--- config.mk ---
export PLATFORM = sky130hd
export DESIGN_NAME = mem_arbiter
export DESIGN_NICKNAME = d
export VERILOG_FILES = /design/src/rtl/mem_arbiter.sv
export SDC_FILE = /design/constraint.sdc
export NUM_CORES = 1
export LEC_CHECK = 0
export ABC_AREA = 1
export BUFFER_PORTS_ARGS = -buffer_cell sky130_fd_sc_hd__buf_2
export CAP_MARGIN = 0
export CORE_ASPECT_RATIO = 1.75
export CORE_MARGIN = 2
export CORE_UTILIZATION = 35
export CTS_BUF_LIST = sky130_fd_sc_hd__clkbuf_16
export DETAILED_ROUTE_END_ITERATION = 10
export PLACE_DENSITY_LB_ADDON = 0.1
export SLEW_MARGIN = 10
export SYNTH_ARGS = -nofsm -noshare
export SYNTH_HDL_FRONTEND = slang
export SYNTH_SLANG_ARGS = --single-unit
--- constraint.sdc ---
create_clock -name clk -period 3.6 [get_ports clk]
set_clock_uncertainty 0.15 [all_clocks]
set_input_delay 0.18 -clock clk [delete_from_list [all_inputs] [get_ports clk]]
set_output_delay 0.18 -clock clk [all_outputs]
set_load 0.05 [all_outputs]
--- src/rtl/mem_arbiter.sv ---
// Two-port arbiter in front of a single-port RAM.
// Port 0 (cpu) and port 1 (loader/IO) compete for one RAM command slot per
// cycle. The current owner may keep the bus for up to MAX_HOLD consecutive
// grants while the other port waits; a lone requester is never throttled.
// Read data comes back READ_LAT cycles after the grant and is steered to the
// port that issued the read using a tag carried down a small return pipeline.
module mem_arbiter #(
  parameter int ADDR_W   = 9,
  parameter int DATA_W   = 16,
  parameter int READ_LAT = 1,
  parameter int MAX_HOLD = 4
) (
  input  logic              clk,
  input  logic              reset,
  input  logic [1:0]        r0_cmd,
  input  logic [ADDR_W-1:0] r0_addr,
  input  logic [DATA_W-1:0] r0_wdata,
  output logic              r0_gnt,
  output logic              r0_rvalid,
  output logic [DATA_W-1:0] r0_rdata,
  input  logic [1:0]        r1_cmd,
  input  logic [ADDR_W-1:0] r1_addr,
  input  logic [DATA_W-1:0] r1_wdata,
  output logic              r1_gnt,
  output logic              r1_rvalid,
  output logic [DATA_W-1:0] r1_rdata,
  output logic [1:0]        ram_cmd,
  output logic [ADDR_W-1:0] ram_addr,
  output logic [DATA_W-1:0] ram_wdata,
  input  logic [DATA_W-1:0] ram_rdata,
  output logic              busy
);

  localparam logic [1:0] MNONE  = 2'b00;
  localparam logic [1:0] MREAD  = 2'b01;
  localparam logic [1:0] MWRITE = 2'b10;
  localparam logic [3:0] MAX_HOLD_C = 4'(MAX_HOLD);

  typedef enum logic [1:0] {
    OWN_NONE = 2'd0,
    OWN_P0   = 2'd1,
    OWN_P1   = 2'd2
  } owner_t;

  owner_t     owner;
  logic       last_p1;   // 1 when port 1 was the most recent new owner
  logic [3:0] hold_cnt;

  logic req0, req1;
  logic own_req, oth_req;
  logic gnt0, gnt1;
  logic push_rd;

  logic [READ_LAT-1:0] vld_p;
  logic [READ_LAT-1:0] tag_p;
  logic                vld_tail, tag_tail;

  // Saturating increment for the consecutive-grant counter.
  function automatic logic [3:0] sat_inc(input logic [3:0] v);
    return (v == 4'hF) ? v : v + 4'd1;
  endfunction

  assign req0 = (r0_cmd == MREAD) || (r0_cmd == MWRITE);
  assign req1 = (r1_cmd == MREAD) || (r1_cmd == MWRITE);

  // Grant decision: owner keeps the bus until its hold budget runs out while
  // the other port waits; ties with no owner go to the port not granted last.
  // Grants are forced off while reset is asserted so the RAM sees MNONE.
  always_comb begin
    gnt0    = 1'b0;
    gnt1    = 1'b0;
    own_req = ((owner == OWN_P0) && req0) || ((owner == OWN_P1) && req1);
    oth_req = ((owner == OWN_P0) && req1) || ((owner == OWN_P1) && req0);
    if (own_req && (!oth_req || (hold_cnt < MAX_HOLD_C))) begin
      gnt0 = (owner == OWN_P0);
      gnt1 = (owner == OWN_P1);
    end else if (req0 && !req1) begin
      gnt0 = 1'b1;
    end else if (req1 && !req0) begin
      gnt1 = 1'b1;
    end else if (req0 && req1) begin
      if (owner == OWN_NONE) begin
        gnt0 = last_p1;
        gnt1 = !last_p1;
      end else begin
        gnt0 = (owner == OWN_P1);
        gnt1 = (owner == OWN_P0);
      end
    end
    if (!reset) begin
      gnt0 = 1'b0;
      gnt1 = 1'b0;
    end
  end

  assign r0_gnt = gnt0;
  assign r1_gnt = gnt1;

  // Route the winning port's command to the RAM; idle bus is all zeros.
  always_comb begin
    ram_cmd   = MNONE;
    ram_addr  = '0;
    ram_wdata = '0;
    if (gnt0) begin
      ram_cmd   = r0_cmd;
      ram_addr  = r0_addr;
      ram_wdata = r0_wdata;
    end else if (gnt1) begin
      ram_cmd   = r1_cmd;
      ram_addr  = r1_addr;
      ram_wdata = r1_wdata;
    end
  end

  // Ownership and hold counter; any idle cycle releases ownership.
  always_ff @(posedge clk or negedge reset) begin
    if (!reset) begin
      owner    <= OWN_NONE;
      last_p1  <= 1'b1;
      hold_cnt <= 4'd0;
    end else if (gnt0 || gnt1) begin
      if ((gnt0 && (owner == OWN_P0)) || (gnt1 && (owner == OWN_P1))) begin
        hold_cnt <= sat_inc(hold_cnt);
      end else begin
        owner    <= gnt0 ? OWN_P0 : OWN_P1;
        last_p1  <= gnt1;
        hold_cnt <= 4'd1;
      end
    end else begin
      owner    <= OWN_NONE;
      hold_cnt <= 4'd0;
    end
  end

  assign push_rd = (gnt0 && (r0_cmd == MREAD)) || (gnt1 && (r1_cmd == MREAD));

  // Return pipeline: stage 0 captures the read grant, the tail lines up with
  // the RAM output. Reset empties it so in-flight reads are dropped.
  always_ff @(posedge clk or negedge reset) begin
    if (!reset) begin
      vld_p <= '0;
      tag_p <= '0;
    end else begin
      vld_p[0] <= push_rd;
      tag_p[0] <= gnt1;
      for (int i = 1; i < READ_LAT; i++) begin
        vld_p[i] <= vld_p[i-1];
        tag_p[i] <= tag_p[i-1];
      end
    end
  end

  assign vld_tail  = vld_p[READ_LAT-1];
  assign tag_tail  = tag_p[READ_LAT-1];
  assign r0_rvalid = vld_tail && !tag_tail;
  assign r1_rvalid = vld_tail && tag_tail;
  assign r0_rdata  = r0_rvalid ? ram_rdata : '0;
  assign r1_rdata  = r1_rvalid ? ram_rdata : '0;
  assign busy      = |vld_p;

endmodule

* Word level (Yosys, flattened, before mapping)
Cells that the tools add are included.
Word-level totals: flip-flop bits (word level) 9, word-level logic and storage cells 72, bits of input ports 72
Cells by class: eq/ne operators 9, add/sub/neg operators 1, order comparisons 1, bitwise gates (word level) 1, reductions and logical operators 29, multiplexer cells 26
Operators with widths (number):
- 2-to-1 mux 16 bit | 4
- 2-to-1 mux 9 bit | 2
- logical AND 1 bit | 14
- 2-to-1 mux 1 bit | 12
- 2-to-1 mux 4 bit | 3
- 2-to-1 mux 2 bit | 5
- logical OR 1 bit | 8
- equality test 2 x 1 -> 1 bit, second input constant | 3
- equality test 2 bit, second input constant | 3
- logical NOT 1 bit | 5
- adder 4 x 1 -> 4 bit, second input constant | 1
- equality test 4 bit, second input constant | 1
- less-than comparator 4 x 3 -> 1 bit, second input constant | 1
- inequality test 3 bit, second input constant | 1
- logical NOT 2 bit | 1
- inequality test 2 bit, second input constant | 1
- AND reduction 2 bit | 1
- inverter 1 bit | 1

* Depth between registers and ports, before layout
Gate-level depths: netlist (run 1).
depth in word-level cells 13, depth in mapped cells 13

* Least setup slack after synthesis (run 1)
No wires, ideal clock.
path kind register -> output, start register vld_p, in the netlist busy, end output port r0_rdata[10], arrival 2.555 ns, setup slack 0.715 ns, buffers on the path 1, stages on the path, launching flop included 6, cells stage by stage dfrtp_1 inv_1 nor2_1 inv_1 clkbuf_1 nor2_1
On the way: cells in the longest elaborated chain, start to end 2
RTL lines:
- start, declared | line 54 | logic [READ_LAT-1:0] vld_p;
- start signal, assigned by index | line 147 | vld_p[i] <= vld_p[i-1];
- logical AND 1 bit | line 155 | assign r0_rvalid = vld_tail && !tag_tail;
- named net r0_rvalid | line 19 | output logic r0_rvalid,
- 2-to-1 mux 16 bit | line 157 | assign r0_rdata = r0_rvalid ? ram_rdata : '0;
- end, declared | line 20 | output logic [DATA_W-1:0] r0_rdata,
The timed path passes the listed nets, and every way through them passes these cells.

* Worst setup path after layout (run 1)
start register owner[1], end output port ram_addr[0]
On the way: cells in the longest elaborated chain, start to end 10
RTL lines:
- start, declared | line 45 | owner_t owner;
- start signal, assigned | line 125 | owner <= gnt0 ? OWN_P0 : OWN_P1;
- branches (longest 9 deep; another with 2-to-1 mux 9 bit)
- 2-to-1 mux 9 bit * | line 104 | if (gnt0) begin
- end, declared | line 28 | output logic [ADDR_W-1:0] ram_addr,
Every way passes the cells marked *.

==> qor.yml, run 1 <==
hp-class: "primary input to register"
cp_max_fo: 29
finalSetupViolations: 0
place_area_sq_mm: 0.00178
syn_area_sq_mm: 0.00111
r2r_start: "owner[1]$_DFFE_PN0P_"
critPathArrivalTime_ps: 2120
gp_congestion: 0.827
finalWirelength_mm: 3.88
synth_area_leaders: "nand2_1 (33%), dfrtp_1 (18%), nor2_1 (11%)"
clock-root-buffer: "clkbuf_16"
rsz0062_at_grt: "no"
cellPowerDensity_mw_per_mm2: 550
synth_most_common_cell: "nand2_1"
routedWlPerCell_microns: 10.1
rr_endpoint: "busy$_DFF_PN0_"
h-tree-depth: 1
cp-end-kind: "output port"
critical_path_required_ps: 3270
slew_viol_final: 0
hold-path-cell-count: 4
die-area_sq_mm: 0.00364
io_buffers: 135
p_seq_share_pct: 14.1
cts_tree: "done"
swShare_pct: 58.4
status: "finished, final reports clean"
cp_num_cells: 10
rows: 27
start_util_pct: 36.0
tns_ps: 0
finalCritPeriodShare_pct: 68.0
crit_type: "register to output port"
reg2reg_depth: 9
fin_crit_ps: 2450
dr.pass1.iters: 4
synth.avg_cell_area_sq_um: 5.32
critPathMostFrequentCell: "nand2_1"
core_sq_mm: 0.00307
maxCapViolations: 0
drive_gt1_share_pct: 43.6
dpl.hpwl_mm: 3.23
max-slew-margin-rel_pct: 65.1
postLayoutCellArea_sq_mm: 0.00187
cts_buffers: 3
synthArstFlopShare_pct: 100
grt_pass1_vias: 1384
hold_end: "busy$_DFF_PN0_"
path_cells: "nor2_2, nand2_1, nand2_2, nand2_2, nand2_1, nand3_2, inv_2, nand2_1, nand2_1, buf_2"
worst_pin_slew_ps: 522
p_int_mw: 0.429
rrSetupSlack_ps: 1770
dr.first_iter.drc_count: 34
antenna_found_initial: 0
clockPowerShare_pct: 18.6
chipHeight_microns: 78.4
layout.nets: 418
synthTopCellsByCount: "nand2_1 (96), nor2_1 (33), inv_1 (29), nand3_1 (11), dfrtp_1 (8)"
cts.sinks: 9
slowest_stage: "dfrtp_1"
combPwrFrac_pct: 67.3
synth_top_area_cell: "nand2_1"
power.switching_mw: 0.601
path_buf_inv: 2
vdd_ir_drop_max_mv: 0.453
io_pins: 136
clkLatencyLatePin_ps: 230
vias: 1646
ant_nets: 0
track_usage_pct: 20.2
start_kind: "register"
crit_family: "simple AND/OR/NAND/NOR gates"
hp-start: "r0_cmd[0]"
synth_top_area_share_pct: 32.6
fmax_mhz: 408
path_clk_slew_ps: 40
num_antenna_cells: 0
ys_types: 23
viasPerCell: 4.28
die_w_microns: 46.5
synth_warnings: 0
ys_ff_latch: 9
p_leak_nw: 1.37
final_hold_viol_count: 0
drcViolationCount: 0
grt_overflow: 0
synth_seq_area_share_pct: 20.5
max_stage_delay_ps: 420
grt_pass1_wl_mm: 5.69
grt_max_degree: 30
hold_ws_ps: 165
clockBufferDepth: 2
ys.flop_type: "dfrtp_1"
synth_fp_nets: 283
area_delta_synth_final_pct: 69.2
netlist_instances: 208
synth_edf_count: 0
flip-flops by register name, summed over array words and instances, names as in the netlist:
signal	count
tag_p	1
last_p1	1
busy	1
hold_cnt	4
owner	2
worst max path at each step:
stage,start,to,slack (ps)
2_1_floorplan,busy$_DFF_PN0_,r0_rdata[10],720
3_3_place_gp,r0_cmd[1],ram_wdata[8],1340
3_5_place_dp,r0_cmd[1],ram_addr[0],1310
4_1_cts,owner[1]$_DFFE_PN0P_,ram_addr[0],1110
5_1_grt,owner[1]$_DFFE_PN0P_,ram_cmd[0],920
6_report,owner[1]$_DFFE_PN0P_,ram_addr[0],1150
repair_timing:
action	4_1_cts	5_1_grt
buffers inserted	0	0
endpoints found under the setup margin	0	0
hold buffers	1	0
hold endpoints to repair	9	0
gates resized for setup	0	0
routing by layer:
layer  routed length, microns  vias up  track usage (%)
met5                        0        -                0
met4                       33        0             6.29
met3                      319        3             2.30
met2                     2120       64             38.6
met1                     1410      693             20.8
li1                         -      886                -
cell type report:
type	instances	area [sq um]
sequential	9	226
fill	334	1200
clock buffer	3	75.1
multi-input combinational	161	702
clock inverter	1	3.75
tap	43	53.8
timing repair buffer	136	686
inverter	32	125
kinds of logic after synthesis:
kind of cell	count (synthesis)	share of synthesized area, %
AO/OA/AOI/OAI	7	3.28
XOR/XNOR	2	1.58
adder cells (fa/ha/maj)	3	3.39
buffers and inverters	38	16.1
flip-flops	9	20.5
AND/OR/NAND/NOR	149	55.2
tightest hold or removal path: stages:
cell and delay (ps):
buf_2 90, ha_1 140, nand2_1 50, nand2_1 50
layout by cell type, fill, tap and decap left out, types with 2 or more instances in the layout:
master | Yosys | layout
o21ai_0 | 3 | 3
dfrtp_1 | 8 | 8
a21oi_1 | 3 | 3
inv_2 | 2 | 2
ha_1 | 3 | 3
nand2_2 | 2 | 2
buf_2 | 0 | 135
nor2_1 | 33 | 33
nand2_1 | 96 | 96
clkbuf_16 | 0 | 3
nand3_1 | 11 | 11
inv_1 | 29 | 30
nor2_2 | 2 | 2
per-stage QoR:
step / util (%) / std cells / setup slack, ps / power, mW
floorplan: - / 208 / 715 / 0.695
global placement: 58.0 / 380 / 1340 / 0.839
detailed placement: 58.0 / 380 / 1310 / 0.843
CTS: 60.9 / 385 / 1110 / 1.04
global route: 60.9 / 385 / 918 / 1.09
finish: 60.9 / 385 / 1150 / 1.03
power groups by stage:
stage                     clock [mW]  sequential (mW)  combinational, mW
after global routing           0.197            0.148              0.747
final                          0.191            0.145              0.693
after detailed placement           0            0.147              0.696
after floorplan                    0            0.147              0.548
after CTS                      0.194            0.146              0.699
after global placement             0            0.146              0.693
(Power assumes the default switching activity.)
==> run 2, diff against run 1 <==
Settings changed: ABC_AREA 1 to 0, CORE_UTILIZATION 35 to 29.
Clock period 3.6 ns to 2.1 ns, I/O delays scaled along.
==> qor.yml, run 2 <==
ys_ff_latch: 9  # unchanged
synth.avg_cell_area_sq_um: 8.37  # was 5.32 sq um
post-place-ws_ps: -415  # was 1310 ps
dr.pass1.iters: 4  # unchanged
largest_reg_flops: 4  # unchanged
clkLatencyLatePin_ps: 240  # was 230 ps
grt_overflow: 0  # unchanged
ant_nets: 0  # unchanged
die_w_microns: 50.1  # was 46.5 microns
die-area_sq_mm: 0.00425  # was 0.00364 sq mm
chipHeight_microns: 84.7  # was 78.4 microns
layout.nets: 362  # was 418
regMostFlops: "hold_cnt"  # unchanged
rrSetupSlack_ps: 80  # was 1770 ps
p_leak_nw: 1.36  # was 1.37 nW
critical_path_required_ps: 1850  # was 3270 ps
status: "complete, but fails checks"  # was finished, final reports clean
grt_pass1_wl_mm: 7.16  # was 5.69 mm
synth_area_leaders: "a22o_1 (23%), dfrtp_1 (19%), and2_1 (9.8%)"  # was nand2_1 (33%), dfrtp_1 (18%), nor2_1 (11%)
finalWirelength_mm: 4.64  # was 3.88 mm
ys.flop_type: "dfrtp_1"  # unchanged
cp_max_fo: 13  # was 29
hp-class: "primary input to register"  # unchanged
io_buffers: 135  # unchanged
antenna_found_initial: 0  # unchanged
hold-path-cell-count: 3  # was 4
place_area_sq_mm: 0.00189  # was 0.00178 sq mm
hold_ws_ps: 113  # was 165 ps
final_hold_viol_count: 0  # unchanged
worst_pin_slew_ps: 439  # was 522 ps
syn_area_sq_mm: 0.00108  # was 0.00111 sq mm
finalSetupViolations: 27  # was 0
synth_fp_nets: 204  # was 283
synth_warnings: 0  # unchanged
fin_crit_ps: 2240
area_delta_synth_final_pct: 118  # was 69.2%
start_kind: "register"  # unchanged
mostFrequentLayoutCell: "buf_2"  # unchanged
dpl.hpwl_mm: 3.08  # was 3.23 mm
drive_gt1_share_pct: 68.5  # was 43.6%
path_clk_slew_ps: 40  # about the same
synthTopCellsByCount: "a22o_1 (28), and2_1 (17), and3_1 (17), dfrtp_1 (8), nor2_1 (5)"  # was nand2_1 (96), nor2_1 (33), inv_1 (29), nand3_1 (11), dfrtp_1 (8)
routedWlPerCell_microns: 14.0  # was 10.1 microns
cts.sinks: 9  # unchanged
synth_seq_area_share_pct: 21.0  # was 20.5%
h-tree-depth: 1  # unchanged
rsz0062_at_grt: "yes"  # was no
slew_viol_final: 0  # unchanged
netlist_instances: 129  # was 208
gp_congestion: 0.775  # was 0.827
synth_edf_count: 0  # unchanged
clock-root-buffer: "clkbuf_16"  # unchanged
vdd_ir_drop_max_mv: 0.569  # was 0.453 mV
core_sq_mm: 0.00359  # was 0.00307 sq mm
synthArstFlopShare_pct: 100  # unchanged
cellPowerDensity_mw_per_mm2: 648  # was 550 mW/mm^2
cts_buffers: 3  # unchanged
num_antenna_cells: 0  # unchanged
synth_most_common_cell: "a22o_1"  # was nand2_1
reg.largest.list: "hold_cnt (4), owner (2)"  # unchanged
io_pins: 136  # unchanged
grt_pass1_vias: 1607  # was 1384
finalCritPeriodShare_pct: 107
vias: 1644  # was 1646
maxCapViolations: 0  # unchanged
ys_types: 33  # was 23
clockBufferDepth: 2  # unchanged
postLayoutCellArea_sq_mm: 0.00235  # was 0.00187 sq mm
violations: "setup timing"
reg2reg_depth: 9  # unchanged
max-slew-margin-rel_pct: 70.6  # was 65.1%
track_usage_pct: 20.8  # was 20.2%
crit_type: "register to output port"  # unchanged
grt_max_degree: 20  # was 30
cts_tree: "done"  # unchanged
fin_ws_ps: -144  # was 1150 ps
mostFrequentLayoutCells: "buf_2 (107), buf_6 (33), a22o_1 (19), buf_4 (19), and3_1 (17)"  # was buf_2 (135), nand2_1 (96), nor2_1 (33), inv_1 (30), nand3_1 (11)
dr.first_iter.drc_count: 32  # was 34
fmax_mhz: 446
viasPerCell: 4.95  # was 4.28
rows: 29  # was 27
cp-end-kind: "output port"  # unchanged
synth_top_area_share_pct: 22.7  # was 32.6%
synth_top_area_cell: "a22o_1"  # was nand2_1
critPathArrivalTime_ps: 1990  # was 2120 ps
drcViolationCount: 0  # unchanged
start_util_pct: 30.1  # was 36.0%
==> run 2: changes by cell type after synthesis, sizes merged, moves of 11 or more <==
cell / previous run / this run
nor2: 35 / 5
and2: 0 / 17
a22o: 0 / 28
and3: 0 / 17
inv: 32 / 3
nand3: 13 / 2
nand2: 98 / 2
==> run 2: worst paths after layout <==
check	startpoint	to
worst max-delay path	last_p1$_DFFE_PN1P_	ram_wdata[3]
worst min-delay path	r1_cmd[0]	busy$_DFF_PN0_
worst max register to register	hold_cnt[3]$_DFFE_PN0P_	hold_cnt[0]$_DFFE_PN0P_
worst min register to register	hold_cnt[1]$_DFFE_PN0P_	hold_cnt[1]$_DFFE_PN0P_
max in group asynchronous	reset	last_p1$_DFFE_PN1P_
min in group asynchronous	reset	owner[0]$_DFFE_PN0P_
==> run 2: timing repair <==
item / in CTS / in global routing
hold buffers: 1 / 0
cloned: 1 / 3
setup buffers: 5 / 3
gates resized for setup: 62 / 15
endpoints found under the hold margin: 9 / 0
pin swaps: 3 / 8
setup endpoints to repair: 35 / 30
==> run 2: kinds of logic (layout without fill, tap and decap cells) <==
| group | count (synthesis) | in the layout | synth area share, % |
|---|---|---|---|
| buf+inv | 15 | 171 | 8.57 |
| xor+xnor | 1 | 1 | 0.811 |
| simple gates | 52 | 53 | 29.4 |
| fa+ha+maj | 3 | 3 | 3.48 |
| compound gates | 49 | 49 | 36.7 |
| flops | 9 | 9 | 21.0 |
==> run 2: layout make-up <==
type	count	area, sq um
clock inverter	1	5.00
fill	308	1240
timing repair buffer	164	1130
sequential	9	226
inverter	3	11.3
tap	46	57.6
clock buffer	3	75.1
multi-input combinational	106	841
==> run 2: where the power goes <==
group          internal (mW)  switching [mW]  total [mW]  leakage, nW
registers              0.199          0.0127       0.211        0.118
logic                  0.412           0.564       0.977         1.20
clock network          0.251          0.0848       0.336       0.0409
total                  0.862           0.662        1.52         1.36
==> run 2: stage by stage <==
step / power, mW / utilization, % / TNS, ps / cells
after floorplan: 0.754 / - / -29.2 / 129
after global placement: 0.965 / 52.5 / -11100 / 315
after detailed placement: 0.967 / 52.5 / -12130 / 315
after CTS: 1.46 / 62.4 / -3890 / 326
after global routing: 1.60 / 65.4 / -5120 / 332
final: 1.52 / 65.4 / -3230 / 332
==> run 2: routing by layer <==
metal	part of all wire [%]	track usage (%)	vias to the layer above	wire length, microns
li1	-	-	806	-
met1	36	22.0	762	1660
met4	0.78	5.56	0	36
met3	5.4	3.74	5	252
met2	58	40.1	71	2690
met5	0	0	-	0
==> run 2: worst max-delay path, cell delays in order, from the launching register on <==
cell and delay (ps):
dfstp_2 510, or3b_4 390, a31oi_4 240, nor3b_4 90, buf_12 150, a22o_2 220
buf_6 150
